### src/rtl/io_sys_update_pkg.sv
// Shared types and constants for the remote-system-update controller.
// Offsets are relative to the IO base; sizes are byte counts on the IO strobe.
package io_sys_update_pkg;

  typedef enum logic [3:0] {
    StIdle     = 4'd0,
    StBootIss  = 4'd1,
    StBootWait = 4'd2,
    StAddrIss  = 4'd3,
    StAddrWait = 4'd4,
    StReady    = 4'd5,
    StHostIss  = 4'd6,
    StHostWait = 4'd7,
    StReconfig = 4'd8
  } st_t;

  localparam logic [3:0] OffCtrl = 4'd0;
  localparam logic [3:0] OffOper = 4'd1;
  localparam logic [3:0] OffStat = 4'd1;
  localparam logic [3:0] OffSel  = 4'd2;
  localparam logic [3:0] OffKey  = 4'd3;
  localparam logic [3:0] OffData = 4'd4;
  localparam logic [3:0] OffBoot = 4'd8;
  localparam logic [3:0] OffWdog = 4'd12;

  localparam logic [3:0] SzByte  = 4'd1;
  localparam logic [3:0] SzDword = 4'd4;

  localparam logic [7:0] KeyVal = 8'hA5;

  localparam int StatBusy  = 0;
  localparam int StatReady = 1;
  localparam int StatErr   = 2;
  localparam int StatOvf   = 3;

  typedef struct packed {
    logic [1:0] src;
    logic [2:0] param;
  } sel_t;

endpackage

### src/rtl/rsu_wdog_timer.sv
// Programmable watchdog: counts 0..period and emits a one-cycle registered kick, so the
// kick period is period+1 cycles; disabled, zero period or a period reload clears the count.
module rsu_wdog_timer #(
  parameter int CWdogW = 24
) (
  input  logic              clk,
  input  logic              rst,
  input  logic              en,
  input  logic              enable,
  input  logic              clear,
  input  logic [CWdogW-1:0] period,
  output logic              pulse
);

  logic [CWdogW-1:0] cnt;

  always_ff @(posedge clk or posedge rst) begin
    if (rst) begin
      cnt   <= '0;
      pulse <= 1'b0;
    end else if (en) begin
      if (clear || !enable || (period == '0)) begin
        cnt   <= '0;
        pulse <= 1'b0;
      end else if (cnt >= period) begin
        // >= keeps a lowered period from waiting for a full counter wrap
        cnt   <= '0;
        pulse <= 1'b1;
      end else begin
        cnt   <= cnt + CWdogW'(1);
        pulse <= 1'b0;
      end
    end
  end

endmodule

### src/rtl/io_sys_update_ctrl.sv
// RSU controller: reads boot mode/address after reset, then runs host param ops from IO.
// IO reads are combinational; host status is polled (never stalls the bus).
module io_sys_update_ctrl
  import io_sys_update_pkg::*;
#(
  parameter logic [15:0] CAddrBase  = 16'h0000,
  parameter int          CDataW     = 32,
  parameter int          CAddrW     = 32,
  parameter logic [2:0]  CModeParam = 3'h0,
  parameter logic [2:0]  CAddrParam = 3'h4,
  parameter int          CTimeoutW  = 12,
  parameter int          CWdogW     = 24
) (
  input  logic              AClkH,
  input  logic              AResetH,
  input  logic              AClkHEn,
  input  logic [15:0]       AIoAddr,
  output logic [63:0]       AIoMiso,
  input  logic [63:0]       AIoMosi,
  input  logic [3:0]        AIoWrSize,
  input  logic [3:0]        AIoRdSize,
  output logic              AIoAddrAck,
  output logic              AIoAddrErr,
  output logic              AIoBusy,
  input  logic              ARsuBusy,
  input  logic [CDataW-1:0] ARsuMiso,
  output logic [CDataW-1:0] ARsuMosi,
  output logic [2:0]        ARsuParam,
  output logic [1:0]        ARsuSrc,
  output logic              ARsuRdParam,
  output logic              ARsuWrParam,
  output logic              ARsuReconfig,
  output logic              ARsuResetTimer,
  output logic              ARsuReady,
  output logic [1:0]        ARsuMode,
  output logic [CAddrW-1:0] ARsuBootAddr,
  output logic [7:0]        ATest
);

  logic             io_rd, io_wr, hit, legal, wr_ok, rd_ok;
  logic [3:0]       off;
  logic             wr_ctrl, wr_oper, wr_sel, wr_key, wr_data, wr_wdog;
  st_t              state, state_n;
  logic [CTimeoutW-1:0] cnt;
  logic             in_wait, done, tmo, in_flight, busy;
  logic             pend, op_wr, err, ovf, ready, wdog_en;
  logic             oper_go, oper_ovf, clr, ctrl_req, grant, err_set;
  logic [7:0]       key;
  sel_t             sel;
  logic [CDataW-1:0] mosi_q, miso_q;
  logic [CWdogW-1:0] period;
  logic [1:0]       mode;
  logic [CAddrW-1:0] boot_addr;
  logic [3:0]       stat;
  logic             unused_mosi;

  assign io_rd = (AIoRdSize != 4'd0);
  assign io_wr = (AIoWrSize != 4'd0);
  assign off   = AIoAddr[3:0];
  assign hit   = (io_rd || io_wr) && (AIoAddr[15:4] == CAddrBase[15:4]);

  always_comb begin
    legal = 1'b0;
    if (io_wr && !io_rd) begin
      if (AIoWrSize == SzByte)       legal = off inside {OffCtrl, OffOper, OffSel, OffKey};
      else if (AIoWrSize == SzDword) legal = off inside {OffData, OffWdog};
    end else if (io_rd && !io_wr) begin
      if (AIoRdSize == SzByte)       legal = off inside {OffStat, OffSel};
      else if (AIoRdSize == SzDword) legal = off inside {OffData, OffBoot, OffWdog};
    end
  end

  assign AIoAddrAck = hit;
  assign AIoAddrErr = hit && !legal;
  assign AIoBusy    = 1'b0;
  assign wr_ok      = hit && legal && io_wr;
  assign rd_ok      = hit && legal && io_rd;

  assign wr_ctrl = wr_ok && (off == OffCtrl);
  assign wr_oper = wr_ok && (off == OffOper);
  assign wr_sel  = wr_ok && (off == OffSel);
  assign wr_key  = wr_ok && (off == OffKey);
  assign wr_data = wr_ok && (off == OffData);
  assign wr_wdog = wr_ok && (off == OffWdog);

  assign in_wait   = (state == StBootWait) || (state == StAddrWait) || (state == StHostWait);
  // cnt==0 guard gives the core one cycle to raise busy after the pulse
  assign done      = in_wait && (cnt != '0) && !ARsuBusy;
  assign tmo       = in_wait && !done && (&cnt);
  assign in_flight = (state == StHostIss) || (state == StHostWait);
  assign busy      = pend || in_flight;

  assign oper_go  = wr_oper && (AIoMosi[0] || AIoMosi[1]);
  assign oper_ovf = oper_go && busy;
  assign clr      = wr_oper && AIoMosi[7];
  assign ctrl_req = wr_ctrl && AIoMosi[0];
  assign grant    = ctrl_req && (key == KeyVal) && (state == StReady) && !pend;
  assign err_set  = tmo || (ctrl_req && !grant);

  always_comb begin
    state_n     = state;
    ARsuRdParam = 1'b0;
    ARsuWrParam = 1'b0;
    ARsuParam   = 3'd0;
    ARsuSrc     = 2'd0;
    case (state)
      StIdle:     state_n = StBootIss;
      StBootIss: begin
        ARsuRdParam = 1'b1;
        ARsuParam   = CModeParam;
        state_n     = StBootWait;
      end
      StBootWait: begin
        ARsuParam = CModeParam;
        if (done || tmo) state_n = StAddrIss;
      end
      StAddrIss: begin
        ARsuRdParam = 1'b1;
        ARsuParam   = CAddrParam;
        ARsuSrc     = (mode == 2'd0) ? 2'd0 : 2'd2;
        state_n     = StAddrWait;
      end
      StAddrWait: begin
        ARsuParam = CAddrParam;
        ARsuSrc   = (mode == 2'd0) ? 2'd0 : 2'd2;
        if (done || tmo) state_n = StReady;
      end
      StReady: begin
        if (pend)       state_n = StHostIss;
        else if (grant) state_n = StReconfig;
      end
      StHostIss: begin
        ARsuRdParam = !op_wr;
        ARsuWrParam = op_wr;
        ARsuParam   = sel.param;
        ARsuSrc     = sel.src;
        state_n     = StHostWait;
      end
      StHostWait: begin
        ARsuParam = sel.param;
        ARsuSrc   = sel.src;
        if (done || tmo) state_n = StReady;
      end
      StReconfig: state_n = StReconfig;
      default:    state_n = StIdle;
    endcase
  end

  always_ff @(posedge AClkH or posedge AResetH) begin
    if (AResetH) begin
      state     <= StIdle;
      cnt       <= '0;
      pend      <= 1'b0;
      op_wr     <= 1'b0;
      err       <= 1'b0;
      ovf       <= 1'b0;
      ready     <= 1'b0;
      wdog_en   <= 1'b0;
      key       <= 8'd0;
      sel       <= '0;
      mosi_q    <= '0;
      miso_q    <= '0;
      period    <= '0;
      mode      <= 2'd0;
      boot_addr <= '0;
    end else if (AClkHEn) begin
      state <= state_n;
      cnt   <= in_wait ? cnt + CTimeoutW'(1) : '0;
      if (wr_ctrl) begin
        key     <= 8'd0;
        wdog_en <= AIoMosi[1];
      end else if (wr_key) begin
        key <= AIoMosi[7:0];
      end
      if (wr_sel)  sel    <= sel_t'({AIoMosi[5:4], AIoMosi[2:0]});
      if (wr_data) mosi_q <= AIoMosi[CDataW-1:0];
      if (wr_wdog) period <= AIoMosi[CWdogW-1:0];
      if (oper_go && !oper_ovf) begin
        pend  <= 1'b1;
        op_wr <= AIoMosi[1];
      end else if ((state == StReady) && pend) begin
        pend <= 1'b0;
      end
      // a new event in the same cycle as a clear must survive it
      err <= err_set  || (err && !clr);
      ovf <= oper_ovf || (ovf && !clr);
      if ((state == StBootWait) && (done || tmo))
        mode <= done ? ARsuMiso[1:0] : 2'd0;
      if ((state == StAddrWait) && (done || tmo)) begin
        boot_addr <= done ? CAddrW'(ARsuMiso[CDataW-1:2]) : '0;
        ready     <= 1'b1;
      end
      if ((state == StHostWait) && done && !op_wr)
        miso_q <= ARsuMiso;
    end
  end

  always_comb begin
    stat            = 4'd0;
    stat[StatBusy]  = busy;
    stat[StatReady] = ready;
    stat[StatErr]   = err;
    stat[StatOvf]   = ovf;
  end

  always_comb begin
    AIoMiso = 64'd0;
    if (rd_ok) begin
      case (off)
        OffStat: AIoMiso = 64'(stat);
        OffSel:  AIoMiso = 64'({sel.src, 1'b0, sel.param});
        OffData: AIoMiso = 64'(miso_q);
        OffBoot: AIoMiso = 64'(boot_addr);
        OffWdog: AIoMiso = 64'(period);
        default: AIoMiso = 64'd0;
      endcase
    end
  end

  rsu_wdog_timer #(.CWdogW(CWdogW)) u_wdog (
    .clk    (AClkH),
    .rst    (AResetH),
    .en     (AClkHEn),
    .enable (wdog_en),
    .clear  (wr_wdog),
    .period (period),
    .pulse  (ARsuResetTimer)
  );

  assign ARsuMosi     = mosi_q;
  assign ARsuMode     = mode;
  assign ARsuBootAddr = boot_addr;
  assign ARsuReady    = ready;
  assign ARsuReconfig = (state == StReconfig);
  assign ATest        = {ARsuRdParam, ARsuBusy, ARsuSrc, (mode == 2'd3), ARsuParam};
  assign unused_mosi  = ^AIoMosi;

endmodule

### config.mk
export PLATFORM = sky130hd
export DESIGN_NAME = io_sys_update_ctrl
export DESIGN_NICKNAME = d
export VERILOG_FILES = /design/src/rtl/io_sys_update_pkg.sv /design/src/rtl/rsu_wdog_timer.sv /design/src/rtl/io_sys_update_ctrl.sv
export SDC_FILE = /design/constraint.sdc
export NUM_CORES = 1
export LEC_CHECK = 0
export ABC_AREA = 1
export ABC_CLOCK_PERIOD_IN_PS = 18600
export CAP_MARGIN = 40
export CORE_MARGIN = 5
export CORE_UTILIZATION = 35
export DETAILED_ROUTE_END_ITERATION = 8
export HOLD_SLACK_MARGIN = 0.15
export PLACE_DENSITY = 0.68
export RECOVER_POWER = 100
export SKIP_CTS_REPAIR_TIMING = 1
export SYNTH_ARGS = -nofsm -noshare
export SYNTH_HDL_FRONTEND = slang
export SYNTH_SLANG_ARGS = --single-unit
### constraint.sdc
create_clock -name AClkH -period 18.6 [get_ports AClkH]
set_input_delay 3.72 -clock AClkH [delete_from_list [all_inputs] [get_ports AClkH]]
set_output_delay 3.72 -clock AClkH [all_outputs]
set_load 0.01 [all_outputs]
==> impl_summary.log, run 1 <==
INFO  metric yosys_register_bits = 180
INFO  metric cts_tree = built
INFO  metric power.clock.fraction = approximately two fifths
INFO  metric setup_ws = 7.46 ns
INFO  metric pin_count_of_the_biggest_net_entering_global_routing = 56
INFO  metric final_max_slew_viol_count = ~350
INFO  metric global_route.overflow_total = 0
INFO  metric worstReg2RegStart = cnt[0]
INFO  metric critPathTopFamily = buffers and inverters
INFO  metric crit_slowest_cell = sky130_fd_sc_hd__clkbuf_1
INFO  metric max_freq = 89.8 MHz
INFO  metric violations_in_the_final_reports = max-capacitance violations, max-slew violations
INFO  metric htreeDepth = 4
INFO  metric detail_route.drc_violations = 0
INFO  metric clk_transition_reported_paths = about 0.070 ns
INFO  metric worst-endpoint-arrival = 11.02 ns
INFO  metric port-buffer-count = a little over 200
INFO  metric die_x = approximately 180 microns
INFO  metric area_delta_synth_final = 26.7%
INFO  metric path_type_of_the_worst_min_delay_path = reg2reg
INFO  metric initialDrtViolationCount = around 720
INFO  metric final_hpwl_from_detailed_placement = between 20 and 25 mm
INFO  metric p_comb_share = 13.7%
INFO  metric cp.buffers_inverters = 5
INFO  metric ctsLongestPathBuffers = 2
INFO  metric netSwitchingFraction = around 28%
INFO  metric first_global_vias = between 8000 and 9000
INFO  metric power_density = between 70 and 80 mW/mm^2
INFO  metric most-common-layout-cells = sky130_fd_sc_hd__nand2_1, sky130_fd_sc_hd__dfrtp_1, sky130_fd_sc_hd__inv_1
INFO  metric hold_path_startpoint = ARsuMosi[17]
INFO  metric timing.critical_path.required = approximately 18 ns
INFO  metric setup_repair_after_global_routing_missed_its_margin = false
INFO  metric worst_slew_pin_slew = between 3 and 4 ns
INFO  metric cts-buffers-inserted = 17
INFO  metric critical_path_class = in2async
INFO  metric place_congestion = 0.901
INFO  metric syn-cell-area = roughly 0.01 sq mm
INFO  metric internal_power = approximately 0.00064 W
INFO  metric most_frequent_cell_on_the_critical_path = sky130_fd_sc_hd__clkbuf_1
INFO  metric timing.final.crit_period = approximately 11 ns
INFO  metric syn-mean-instance-area = 7.99 sq um
INFO  metric outcome = complete, but fails checks
INFO  metric detailedPlace.worstSlack = ~8.5 ns
INFO  metric rows = 61
INFO  metric root_buffer_master = sky130_fd_sc_hd__clkbuf_16
INFO  metric postPlaceCellArea = between 0.01 and 0.015 sq mm
INFO  metric setup_viol = 0
INFO  metric antenna_violations_before_repair = 3
INFO  metric layout.cell_area.non_filler = about 0.013 sq mm
INFO  metric post-route-util = between 40 and 50%
INFO  metric final_hold_viol_count = 0
INFO  metric maxCapViolations = 8
INFO  metric post-route-period-util = ~60%
INFO  metric netlist-cell-type-count = 39
INFO  metric critical_path.cell_chain = dlygate4sd3_1 > clkinvlp_2 > clkbuf_1 > clkbuf_1 > clkbuf_1
INFO  metric initial_core_util = between 30% and 40%
INFO  metric peak_fanout_along_the_critical_path = 55
INFO  metric fp.coreArea = 0.0279 sq mm
INFO  metric cp_slowest_stage_delay = around 2.2 ns
INFO  metric num_io_pins = 275
INFO  metric synth_enable_flop_cells = 0
INFO  metric die-area = about 0.032 sq mm
INFO  metric grt_pass1_wl = around 46 mm
INFO  metric ys_seq_area_share = a little under half
INFO  metric routed_via_density = about 4.9
INFO  metric final.setup_skew = between 0.009 and 0.01 ns
INFO  metric drtAntennaViolNets = 0
INFO  metric syn_inst = around 1200
INFO  metric yosys_warnings = 0
INFO  metric final_nets = ~1600
INFO  metric worstSetupStartpoint = AResetH
INFO  metric power.static_leakage = a little over 6 nW
INFO  metric mostFrequentLayoutCell = sky130_fd_sc_hd__nand2_1
INFO  metric irDropWorstVdd = around 0.000053 V
INFO  metric worstSkewPairLatency = approximately 0.43 ns
INFO  metric critical_path.endpoint_type = asynchronous set/reset pin
INFO  metric die_y = about 180 microns
INFO  metric detail_route.wl_per_cell = 16.5 microns
INFO  metric proportion_of_register_bits_with_asynchronous_set_or_reset_after_synthesis = 100%
INFO  metric power.share.sequential = 45.9%
INFO  metric grt_util_all_layers = 18.5%
INFO  metric cts.sinks = between 150 and 200
INFO  metric headroom_to_the_max_slew_limit = -100%
INFO  metric drt_wl_total = ~30 mm
INFO  metric final_total_negative_setup_slack = 0 ns
INFO  metric route.vias.total = between 8000 and 9000
INFO  metric timing.critical_path.from_type = input port
INFO  metric top_ff_cell_synth = sky130_fd_sc_hd__dfrtp_1
INFO  metric total_switching_power = 0.000247 W
INFO  metric firstDrtPassIters = 5
INFO  metric post_route_cells_drive_above_1_share = between 5 and 6%
registers in the layout (all words and copies together) (netlist names), 2 cells and up:
register / count
ARsuMosi: 32
period: 24
sel: 5
cnt: 12
ARsuBootAddr: 30
miso_q: 32
key: 8
u_wdog.cnt: 24
ARsuMode: 2
state: 4
per-layer routing:
metal  vias to the layer above  routed length, microns  GRT usage, %
met3                        51                    1580          2.97
met2                       267                   14900          31.8
li1                       4307                       -             -
met5                         -                       0             0
met1                      4195                   12600          23.2
met4                         0                     891          7.80
cell usage after synthesis, types with 18 or more instances:
| master | instances | area share [%] |
|---|---|---|
| sky130_fd_sc_hd__o21ai_1 | 21 | 1.1 |
| sky130_fd_sc_hd__ha_1 | 27 | 3.4 |
| sky130_fd_sc_hd__dfrtp_1 | 180 | 46 |
| sky130_fd_sc_hd__nand2_1 | 360 | 14 |
| sky130_fd_sc_hd__nand3_1 | 75 | 3.8 |
| sky130_fd_sc_hd__a31oi_1 | 21 | 1.3 |
| sky130_fd_sc_hd__clkbuf_1 | 18 | 0.68 |
| sky130_fd_sc_hd__buf_4 | 44 | 3.3 |
| sky130_fd_sc_hd__inv_1 | 128 | 4.9 |
| sky130_fd_sc_hd__o31ai_2 | 27 | 3.4 |
| sky130_fd_sc_hd__a21oi_1 | 33 | 1.7 |
| sky130_fd_sc_hd__o21ai_0 | 77 | 3.9 |
| sky130_fd_sc_hd__nor2_1 | 94 | 3.6 |
path summary, 6_finish.rpt:
path / end / slack, ns / cells past startpoint
max: cnt[9] / 7.46 / 5
min: ARsuMosi[17] / 0.46 / 2
max reg2reg: ARsuBootAddr[5] / 14.45 / 12
min reg2reg: ARsuMosi[17] / 0.46 / 2
max in group AClkH: AIoMiso[0] / 7.70 / 11
min in group asynchronous: ARsuBootAddr[27] / 4.38 / 2
area by class of cell:
cell class | count | area [sq um]
fillers | 2750 | 15300
repair buffers | 220 | 2150
multi-input cells | 869 | 4310
clock buffers | 20 | 457
well taps | 378 | 473
diodes | 3 | 7.51
clock inverters | 12 | 126
inverters | 133 | 500
flip-flops and latches | 180 | 4500
worst register-to-register path, delay by kind of cell (launching register included):
kind | cells | cell delay [ns]
buffers and inverters | 4 | 1.80
and+or+nand+nor | 6 | 1.55
AOI/OAI and AO/OA | 1 | 0.15
adders and majority gates | 1 | 0.15
DFF | 1 | 0.40
power by group through the flow:
| stage | registers [W] | logic, W | clock network, W |
|---|---|---|---|
| 6_report | 0.000405 | 0.000121 | 0.000357 |
| 4_1_cts | 0.000405 | 0.000129 | 0.000364 |
| 3_3_place_gp | 0.000412 | 0.000124 | 0 |
| 2_1_floorplan | 0.000411 | 0.0000775 | 0 |
| 3_5_place_dp | 0.000412 | 0.000128 | 0 |
| 5_1_grt | 0.000406 | 0.000134 | 0.000381 |
through the flow:
stage,power [W],std cells,hold WS (ns)
floorplan,0.000489,1271,0.449
global placement,0.000536,1775,0.455
detailed placement,0.000540,1780,0.458
CTS,0.000897,1812,0.474
global route,0.000921,1815,0.478
finish,0.000883,1815,0.464
kinds of logic after synthesis:
group,Yosys count,synth area share (%)
AOI/OAI and AO/OA,187,12.0
xor gates and xnor gates,22,1.95
adders and majority gates,27,3.42
buffers and inverters,222,11.0
DFF,180,45.6
other,1,0.0379
and+or+nand+nor,598,26.1
(Power assumes the default switching activity.)
==> inputs of run 2 (changes only) <==
--- a/config.mk
+++ b/config.mk
@@ -6,7 +6,7 @@
 export NUM_CORES = 1
 export LEC_CHECK = 0
 export ABC_AREA = 1
-export ABC_CLOCK_PERIOD_IN_PS = 18600
+export ABC_CLOCK_PERIOD_IN_PS = 10500
 export CAP_MARGIN = 40
 export CORE_MARGIN = 5
 export CORE_UTILIZATION = 35
==> constraint.sdc (replaced) <==
create_clock -name AClkH -period 10.5 [get_ports AClkH]
set_input_delay 2.1 -clock AClkH [delete_from_list [all_inputs] [get_ports AClkH]]
set_output_delay 2.1 -clock AClkH [all_outputs]
set_load 0.01 [all_outputs]
==> run 2 against run 1 <==
Net effect: the flow still finishes with violations (max-capacitance violations, max-slew violations); clock skew is 0.0038 ns higher; clock power is 82% higher; hold slack better by 0.0013 ns; total power is 79% higher; global-route usage is 0.34 points lower; utilization is 0.058 points higher; critical path depth is 3 higher; highest routed layer unchanged.
==> impl_summary.log, run 2 (same netlist as run 1, synthesis figures left out) <==
INFO  metric outcome = complete, but fails checks
INFO  metric violations_in_the_final_reports = max-capacitance violations, max-slew violations
INFO  metric die-area = 0.0317 sq mm (unchanged)
INFO  metric htreeDepth = 4 (unchanged)
INFO  metric total_switching_power = 0.000455 W (+84%)
INFO  metric setup_repair_after_global_routing_missed_its_margin = false
INFO  metric irDropWorstVdd = 0.000111 V (+110%)
INFO  metric crit_slowest_cell = sky130_fd_sc_hd__clkbuf_1
INFO  metric post-route-period-util = about four fifths
INFO  metric post_route_cells_drive_above_1_share = 5.44% (+0.21 points)
INFO  metric worstSkewPairLatency = 0.43 ns (about the same)
INFO  metric die_x = 178 microns (unchanged)
INFO  metric final_total_negative_setup_slack = 0 ns (unchanged)
INFO  metric timing.critical_path.from_type = input port
INFO  metric setup_ws = 2.06 ns (-5.41 ns)
INFO  metric grt_util_all_layers = 18.2% (-0.34 points)
INFO  metric power.share.sequential = 45.3% (-0.6 points)
INFO  metric ctsLongestPathBuffers = 2 (unchanged)
INFO  metric detailedPlace.worstSlack = 3.65 ns (-4.89 ns)
INFO  metric grt_pass1_wl = 45.6 mm (-0.81%)
INFO  metric critical_path.cell_chain = clkdlybuf4s50_1 > nor2_1 > nand3_1 > inv_1 > clkbuf_1 > a221oi_1 > a31oi_1 > dlygate4sd3_1
INFO  metric worstReg2RegStart = cnt[0]
INFO  metric power_density = 126 mW/mm^2 (+79%)
INFO  metric maxCapViolations = 6 (-2)
INFO  metric final.hold.worst_slack = 0.466 ns (+0.00133 ns)
INFO  metric cp_slowest_stage_delay = 1.22 ns (-0.97 ns)
INFO  metric detail_route.wl_per_cell = 16.5 microns (-0.25%)
INFO  metric routed_via_density = 4.89 (+0.69%)
INFO  metric max_freq = between 100 and 150 MHz
INFO  metric rows = 61 (unchanged)
INFO  metric min_delay_worst_endpoint = ARsuMosi[18]
INFO  metric clk_transition_reported_paths = 0.07 ns (about the same)
INFO  metric num_io_pins = 275 (unchanged)
INFO  metric drt_wl_total = 29.8 mm (-0.31%)
INFO  metric die_y = 178 microns (unchanged)
INFO  metric critical_path_class = in2out
INFO  metric cts_tree = built
INFO  metric timing.reg2reg.setup_slack = 5.94 ns (-8.51 ns)
INFO  metric layout.cell_area.non_filler = 0.0125 sq mm (+0.13%)
INFO  metric power.static_leakage = 6.10 nW (+0.16%)
INFO  metric worst_r2r_path_depth = 12 (unchanged)
INFO  metric power.clock.fraction = 41.1% (+0.7 points)
INFO  metric final_hold_viol_count = 0 (unchanged)
INFO  metric cp.buffers_inverters = 4 (-1)
INFO  metric worst_slew_pin_slew = 4.50 ns (+1.49 ns)
INFO  metric setup_viol = 0 (unchanged)
INFO  metric final_max_slew_viol_count = 296 (-16%)
INFO  metric final.setup_skew = 0.0132 ns (+0.00380 ns)
INFO  metric internal_power = 0.00113 W (+77%)
INFO  metric most-common-layout-cells = sky130_fd_sc_hd__nand2_1, sky130_fd_sc_hd__dfrtp_1, sky130_fd_sc_hd__inv_1
INFO  metric r2r-end = ARsuBootAddr[26]
INFO  metric first_global_vias = 8332 (-1.3%)
INFO  metric critical_path.endpoint_type = primary output
INFO  metric worst-endpoint-arrival = 6.34 ns (-4.68 ns)
INFO  metric cts-buffers-inserted = 17 (unchanged)
INFO  metric root_buffer_master = sky130_fd_sc_hd__clkbuf_16
INFO  metric place_congestion = 0.911 (+1.1%)
INFO  metric fp.coreArea = 0.0279 sq mm (unchanged)
INFO  metric peak_fanout_along_the_critical_path = 31 (-44%)
INFO  metric critPathTopFamily = buffers and inverters
INFO  metric postPlaceCellArea = 0.0122 sq mm (unchanged)
INFO  metric hold_path_startpoint = ARsuMosi[18]
INFO  metric drtAntennaViolNets = 0 (unchanged)
INFO  metric final_hpwl_from_detailed_placement = 22.4 mm (-0.64%)
INFO  metric final_nets = 1572 (unchanged)
INFO  metric initialDrtViolationCount = 699 (-3.2%)
INFO  metric route.vias.total = 8876 (+0.63%)
INFO  metric initial_core_util = 35.5% (unchanged)
INFO  metric antenna_violations_before_repair = 2 (-1)
INFO  metric mostFrequentLayoutCell = sky130_fd_sc_hd__nand2_1
INFO  metric detail_route.drc_violations = 0 (unchanged)
INFO  metric netSwitchingFraction = 28.8% (+0.83 points)
INFO  metric port-buffer-count = 207 (unchanged)
INFO  metric timing.final.crit_period = 8.44 ns
INFO  metric global_route.overflow_total = 0 (unchanged)
INFO  metric p_comb_share = 13.6% (about the same)
INFO  metric cts.sinks = 180 (unchanged)
INFO  metric path_type_of_the_worst_min_delay_path = reg2reg
INFO  metric timing.critical_path.required = 8.40 ns (-10.08 ns)
INFO  metric pin_count_of_the_biggest_net_entering_global_routing = 82 (+46%)
INFO  metric area_delta_synth_final = 26.9%
INFO  metric headroom_to_the_max_slew_limit = -200% (-99 points)
INFO  metric firstDrtPassIters = 5 (unchanged)
INFO  metric holdPathStages = 2 (unchanged)
run 2: cell count changes in the layout (fill, tap and decap cells not counted), moves of 2 or more:
cell | before | now
sky130_fd_sc_hd__o31ai_2 | 14 | 18
sky130_fd_sc_hd__clkinv_2 | 2 | 0
sky130_fd_sc_hd__inv_6 | 1 | 8
sky130_fd_sc_hd__o31ai_1 | 13 | 9
sky130_fd_sc_hd__clkinv_4 | 4 | 2
run 2: how the worst max path moves through the flow:
stage | slack, ns | end | startpoint | cells past startpoint
final | 2.06 | AIoMiso[0] | AIoAddr[0] | 8
after global routing | 1.95 | AIoMiso[0] | AIoAddr[0] | 8
after CTS | 3.64 | AIoMiso[2] | AIoAddr[0] | 10
after detailed placement | 3.65 | AIoMiso[2] | AIoAddr[0] | 10
after global placement | 3.36 | AIoMiso[0] | AIoAddr[0] | 7
after floorplan | 3.51 | ARsuBootAddr[0] | AResetH | 1
run 2: power groups by stage:
stage / sequential, W / clock, W / combinational [W]
floorplan: 0.000729 / 0 / 0.000137
global placement: 0.000729 / 0 / 0.000221
detailed placement: 0.000730 / 0 / 0.000226
CTS: 0.000716 / 0.000661 / 0.000228
global route: 0.000718 / 0.000691 / 0.000238
finish: 0.000717 / 0.000650 / 0.000215
run 2: worst register-to-register path: cells and delay by family (launching register included):
kind	cells	cell delay [ns]
buffers and inverters	4	2.40
adders and majority gates	1	0.15
AOI/OAI and AO/OA	1	0.15
and+or+nand+nor	6	1.33
DFF	1	0.40
run 2: layout make-up:
cell class	count	area, sq um
Antenna cell	2	5.00
Clock buffer	18	439
Clock inverter	14	158
Fill cell	2759	15300
Inverter	133	500
Multi-Input combinational cell	869	4330
Sequential cell	180	4500
Tap cell	378	473
Timing Repair Buffer	220	2140
run 2: stage by stage:
stage	std cells	utilization, %	power [W]
4_1_cts	1812	45.8	0.00160
3_3_place_gp	1775	43.2	0.000950
5_1_grt	1814	45.0	0.00165
6_report	1814	45.0	0.00158
2_1_floorplan	1271	-	0.000866
3_5_place_dp	1780	43.7	0.000956
run 2: layer usage:
| layer | part of all wire [%] | vias up | GRT usage, % |
|---|---|---|---|
| met4 | 3.5 | 0 | 7.15 |
| li1 | - | 4311 | - |
| met1 | 41 | 4228 | 23.0 |
| met3 | 5.5 | 56 | 2.92 |
| met2 | 50 | 281 | 31.1 |
| met5 | 0 | - | 0 |
==> inputs of run 3 (changes only) <==
--- a/config.mk
+++ b/config.mk
@@ -6,7 +6,7 @@
 export NUM_CORES = 1
 export LEC_CHECK = 0
 export ABC_AREA = 1
-export ABC_CLOCK_PERIOD_IN_PS = 10500
+export ABC_CLOCK_PERIOD_IN_PS = 8200
 export CAP_MARGIN = 40
 export CORE_MARGIN = 5
 export CORE_UTILIZATION = 35
==> constraint.sdc (replaced) <==
create_clock -name AClkH -period 8.2 [get_ports AClkH]
set_input_delay 1.64 -clock AClkH [delete_from_list [all_inputs] [get_ports AClkH]]
set_output_delay 1.64 -clock AClkH [all_outputs]
set_load 0.01 [all_outputs]
==> run 3 against run 2 <==
Net effect: the run still ends with max-capacitance violations, max-slew violations left; clock power increased by 33%; combinational power increased by 29%; sequential power up 28%; cell count is the same; total power rose by 30%; first-iteration DRC count shrank 1.6%; critical path depth increased by 3; flip-flop and latch count is the same.
==> impl_summary.log, run 3 (same netlist as run 1, synthesis figures left out) <==
INFO  metric outcome = complete, but fails checks
INFO  metric violations_in_the_final_reports = max-capacitance violations, max-slew violations
INFO  metric detail_route.wl_per_cell = 16.5 microns (+0.34%)
INFO  metric drtAntennaViolNets = 0 (unchanged)
INFO  metric critical_path_class = in2out
INFO  metric fp.coreArea = 0.0279 sq mm (unchanged)
INFO  metric pin_count_of_the_biggest_net_entering_global_routing = 67 (-18%)
INFO  metric final.setup_skew = 0.0104 ns (-0.00275 ns)
INFO  metric critPathTopFamily = buffers and inverters
INFO  metric global_route.overflow_total = 0 (unchanged)
INFO  metric die_y = 178 microns (unchanged)
INFO  metric path_type_of_the_worst_min_delay_path = reg2reg
INFO  metric peak_fanout_along_the_critical_path = 32 (+3.2%)
INFO  metric netSwitchingFraction = 27.2% (-1.6 points)
INFO  metric htreeDepth = 4 (unchanged)
INFO  metric cp.buffers_inverters = 3 (-1)
INFO  metric worst_slew_pin_slew = 2.97 ns (-1.53 ns)
INFO  metric setup_viol = 0 (unchanged)
INFO  metric clk_transition_reported_paths = 0.07 ns (about the same)
INFO  metric post-route-util = 45.2% (+0.13 points)
INFO  metric worst-endpoint-arrival = 4.94 ns (-1.40 ns)
INFO  metric initialDrtViolationCount = 688 (-1.6%)
INFO  metric mostFrequentLayoutCell = sky130_fd_sc_hd__nand2_1
INFO  metric port-buffer-count = 207 (unchanged)
INFO  metric timing.final.crit_period = roughly 6.6 ns
INFO  metric timing.critical_path.from_type = input port
INFO  metric setup_repair_after_global_routing_missed_its_margin = false
INFO  metric power.clock.fraction = 41.9% (+0.8 points)
INFO  metric final_total_negative_setup_slack = 0 ns (unchanged)
INFO  metric total_switching_power = 0.000561 W (+23%)
INFO  metric cts.sinks = 180 (unchanged)
INFO  metric post-route-period-util = between 80% and 90%
INFO  metric power.static_leakage = 6.12 nW (+0.32%)
INFO  metric ctsLongestPathBuffers = 2 (unchanged)
INFO  metric rows = 61 (unchanged)
INFO  metric firstDrtPassIters = 5 (unchanged)
INFO  metric num_io_pins = 275 (unchanged)
INFO  metric worstSkewPairLatency = 0.43 ns (about the same)
INFO  metric power_density = 164 mW/mm^2 (+30%)
INFO  metric final_hpwl_from_detailed_placement = 22.6 mm (+0.70%)
INFO  metric p_comb_share = 13.5% (about the same)
INFO  metric route.vias.total = 8879 (+0.034%)
INFO  metric drt_wl_total = 29.9 mm (+0.34%)
INFO  metric first_global_vias = 8511 (+2.1%)
INFO  metric power.share.sequential = 44.6% (-0.7 points)
INFO  metric critical_path.cell_chain = clkdlybuf4s50_1 > nor2_4 > nor2_1 > nand2_1 > nand2_1 > nand3_1 > nand2_2 > nand3_1 > clkbuf_1 > a31oi_1 > dlygate4sd3_1
INFO  metric critical_path.endpoint_type = primary output
INFO  metric grt_util_all_layers = 18.4% (+0.26 points)
INFO  metric cp_slowest_stage_delay = 1.19 ns (-0.03 ns)
INFO  metric post_route_cells_drive_above_1_share = 5.37% (-0.070 points)
INFO  metric place_congestion = 0.905 (-0.69%)
INFO  metric final_max_slew_viol_count = 225 (-24%)
INFO  metric cts-buffers-inserted = 17 (unchanged)
INFO  metric maxCapViolations = 5 (-1)
INFO  metric most-common-layout-cells = sky130_fd_sc_hd__nand2_1, sky130_fd_sc_hd__dfrtp_1, sky130_fd_sc_hd__inv_1
INFO  metric timing.critical_path.required = 6.56 ns (-1.84 ns)
INFO  metric internal_power = 0.00150 W (+33%)
INFO  metric area_delta_synth_final = 27.2%
INFO  metric headroom_to_the_max_slew_limit = -98.8% (+100 points)
INFO  metric die-area = 0.0317 sq mm (unchanged)
INFO  metric routed_via_density = 4.89 (about the same)
INFO  metric final_nets = 1572 (unchanged)
INFO  metric die_x = 178 microns (unchanged)
INFO  metric detail_route.drc_violations = 0 (unchanged)
INFO  metric cts_tree = built
INFO  metric final_hold_viol_count = 0 (unchanged)
INFO  metric crit_slowest_cell = sky130_fd_sc_hd__clkbuf_1
INFO  metric initial_core_util = 35.5% (unchanged)
INFO  metric max_freq = ~150 MHz
INFO  metric antenna_violations_before_repair = 2 (unchanged)
INFO  metric root_buffer_master = sky130_fd_sc_hd__clkbuf_16
INFO  metric grt_pass1_wl = 46.4 mm (+1.6%)
INFO  metric irDropWorstVdd = 0.000121 V (+9.2%)
run 3: layout make-up:
type,count,area (sq um)
Fill cell,2759,15300
Inverter,133,500
Antenna cell,2,5.00
Sequential cell,180,4500
Clock inverter,13,174
Tap cell,378,473
Timing Repair Buffer,220,2160
Multi-Input combinational cell,869,4320
Clock buffer,19,443
run 3: through the flow:
stage / worst slack, ns / std cells / instance area [sq um] / hold slack [ns] / power (W)
2_1_floorplan: 1.67 / 1271 / 10000 / 0.449 / 0.00111
3_3_place_gp: 2.21 / 1777 / 12100 / 0.455 / 0.00122
3_5_place_dp: 2.22 / 1780 / 12100 / 0.459 / 0.00122
4_1_cts: 2.22 / 1812 / 12700 / 0.476 / 0.00208
5_1_grt: 1.42 / 1814 / 12600 / 0.495 / 0.00214
6_report: 1.62 / 1814 / 12600 / 0.468 / 0.00206
run 3: tightest hold or removal path, delay by kind of cell (launching register included):
family | cells | cell delay, ns
flip-flops | 1 | 0.34
AND/OR/NAND/NOR | 2 | 0.10
run 3: final timing paths:
kind                              start  slack, ns         endpoint  cells after the start
max                          AIoAddr[2]       1.62       AIoMiso[0]                     11
min                        ARsuMosi[25]       0.47     ARsuMosi[25]                      2
max reg2reg                      cnt[0]       3.92  ARsuBootAddr[2]                     12
min reg2reg                ARsuMosi[25]       0.47     ARsuMosi[25]                      2
max in group asynchronous       AResetH       2.50      ARsuMode[0]                      3
min in group asynchronous       AResetH       2.51        miso_q[7]                      2
run 3: routing by layer:
metal  wire length, microns  global-route usage [%]
met5                      0                       0
met4                    861                    7.19
met3                   1730                    2.78
met2                  15200                    31.9
met1                  12200                    23.2
run 3: power by group through the flow:
stage,sequential (W),clock [W],combinational (W)
after floorplan,0.000933,0,0.000176
after global placement,0.000934,0,0.000283
after detailed placement,0.000935,0,0.000288
after CTS,0.000918,0.000874,0.000290
after global routing,0.000921,0.000910,0.000306
final,0.000918,0.000862,0.000278
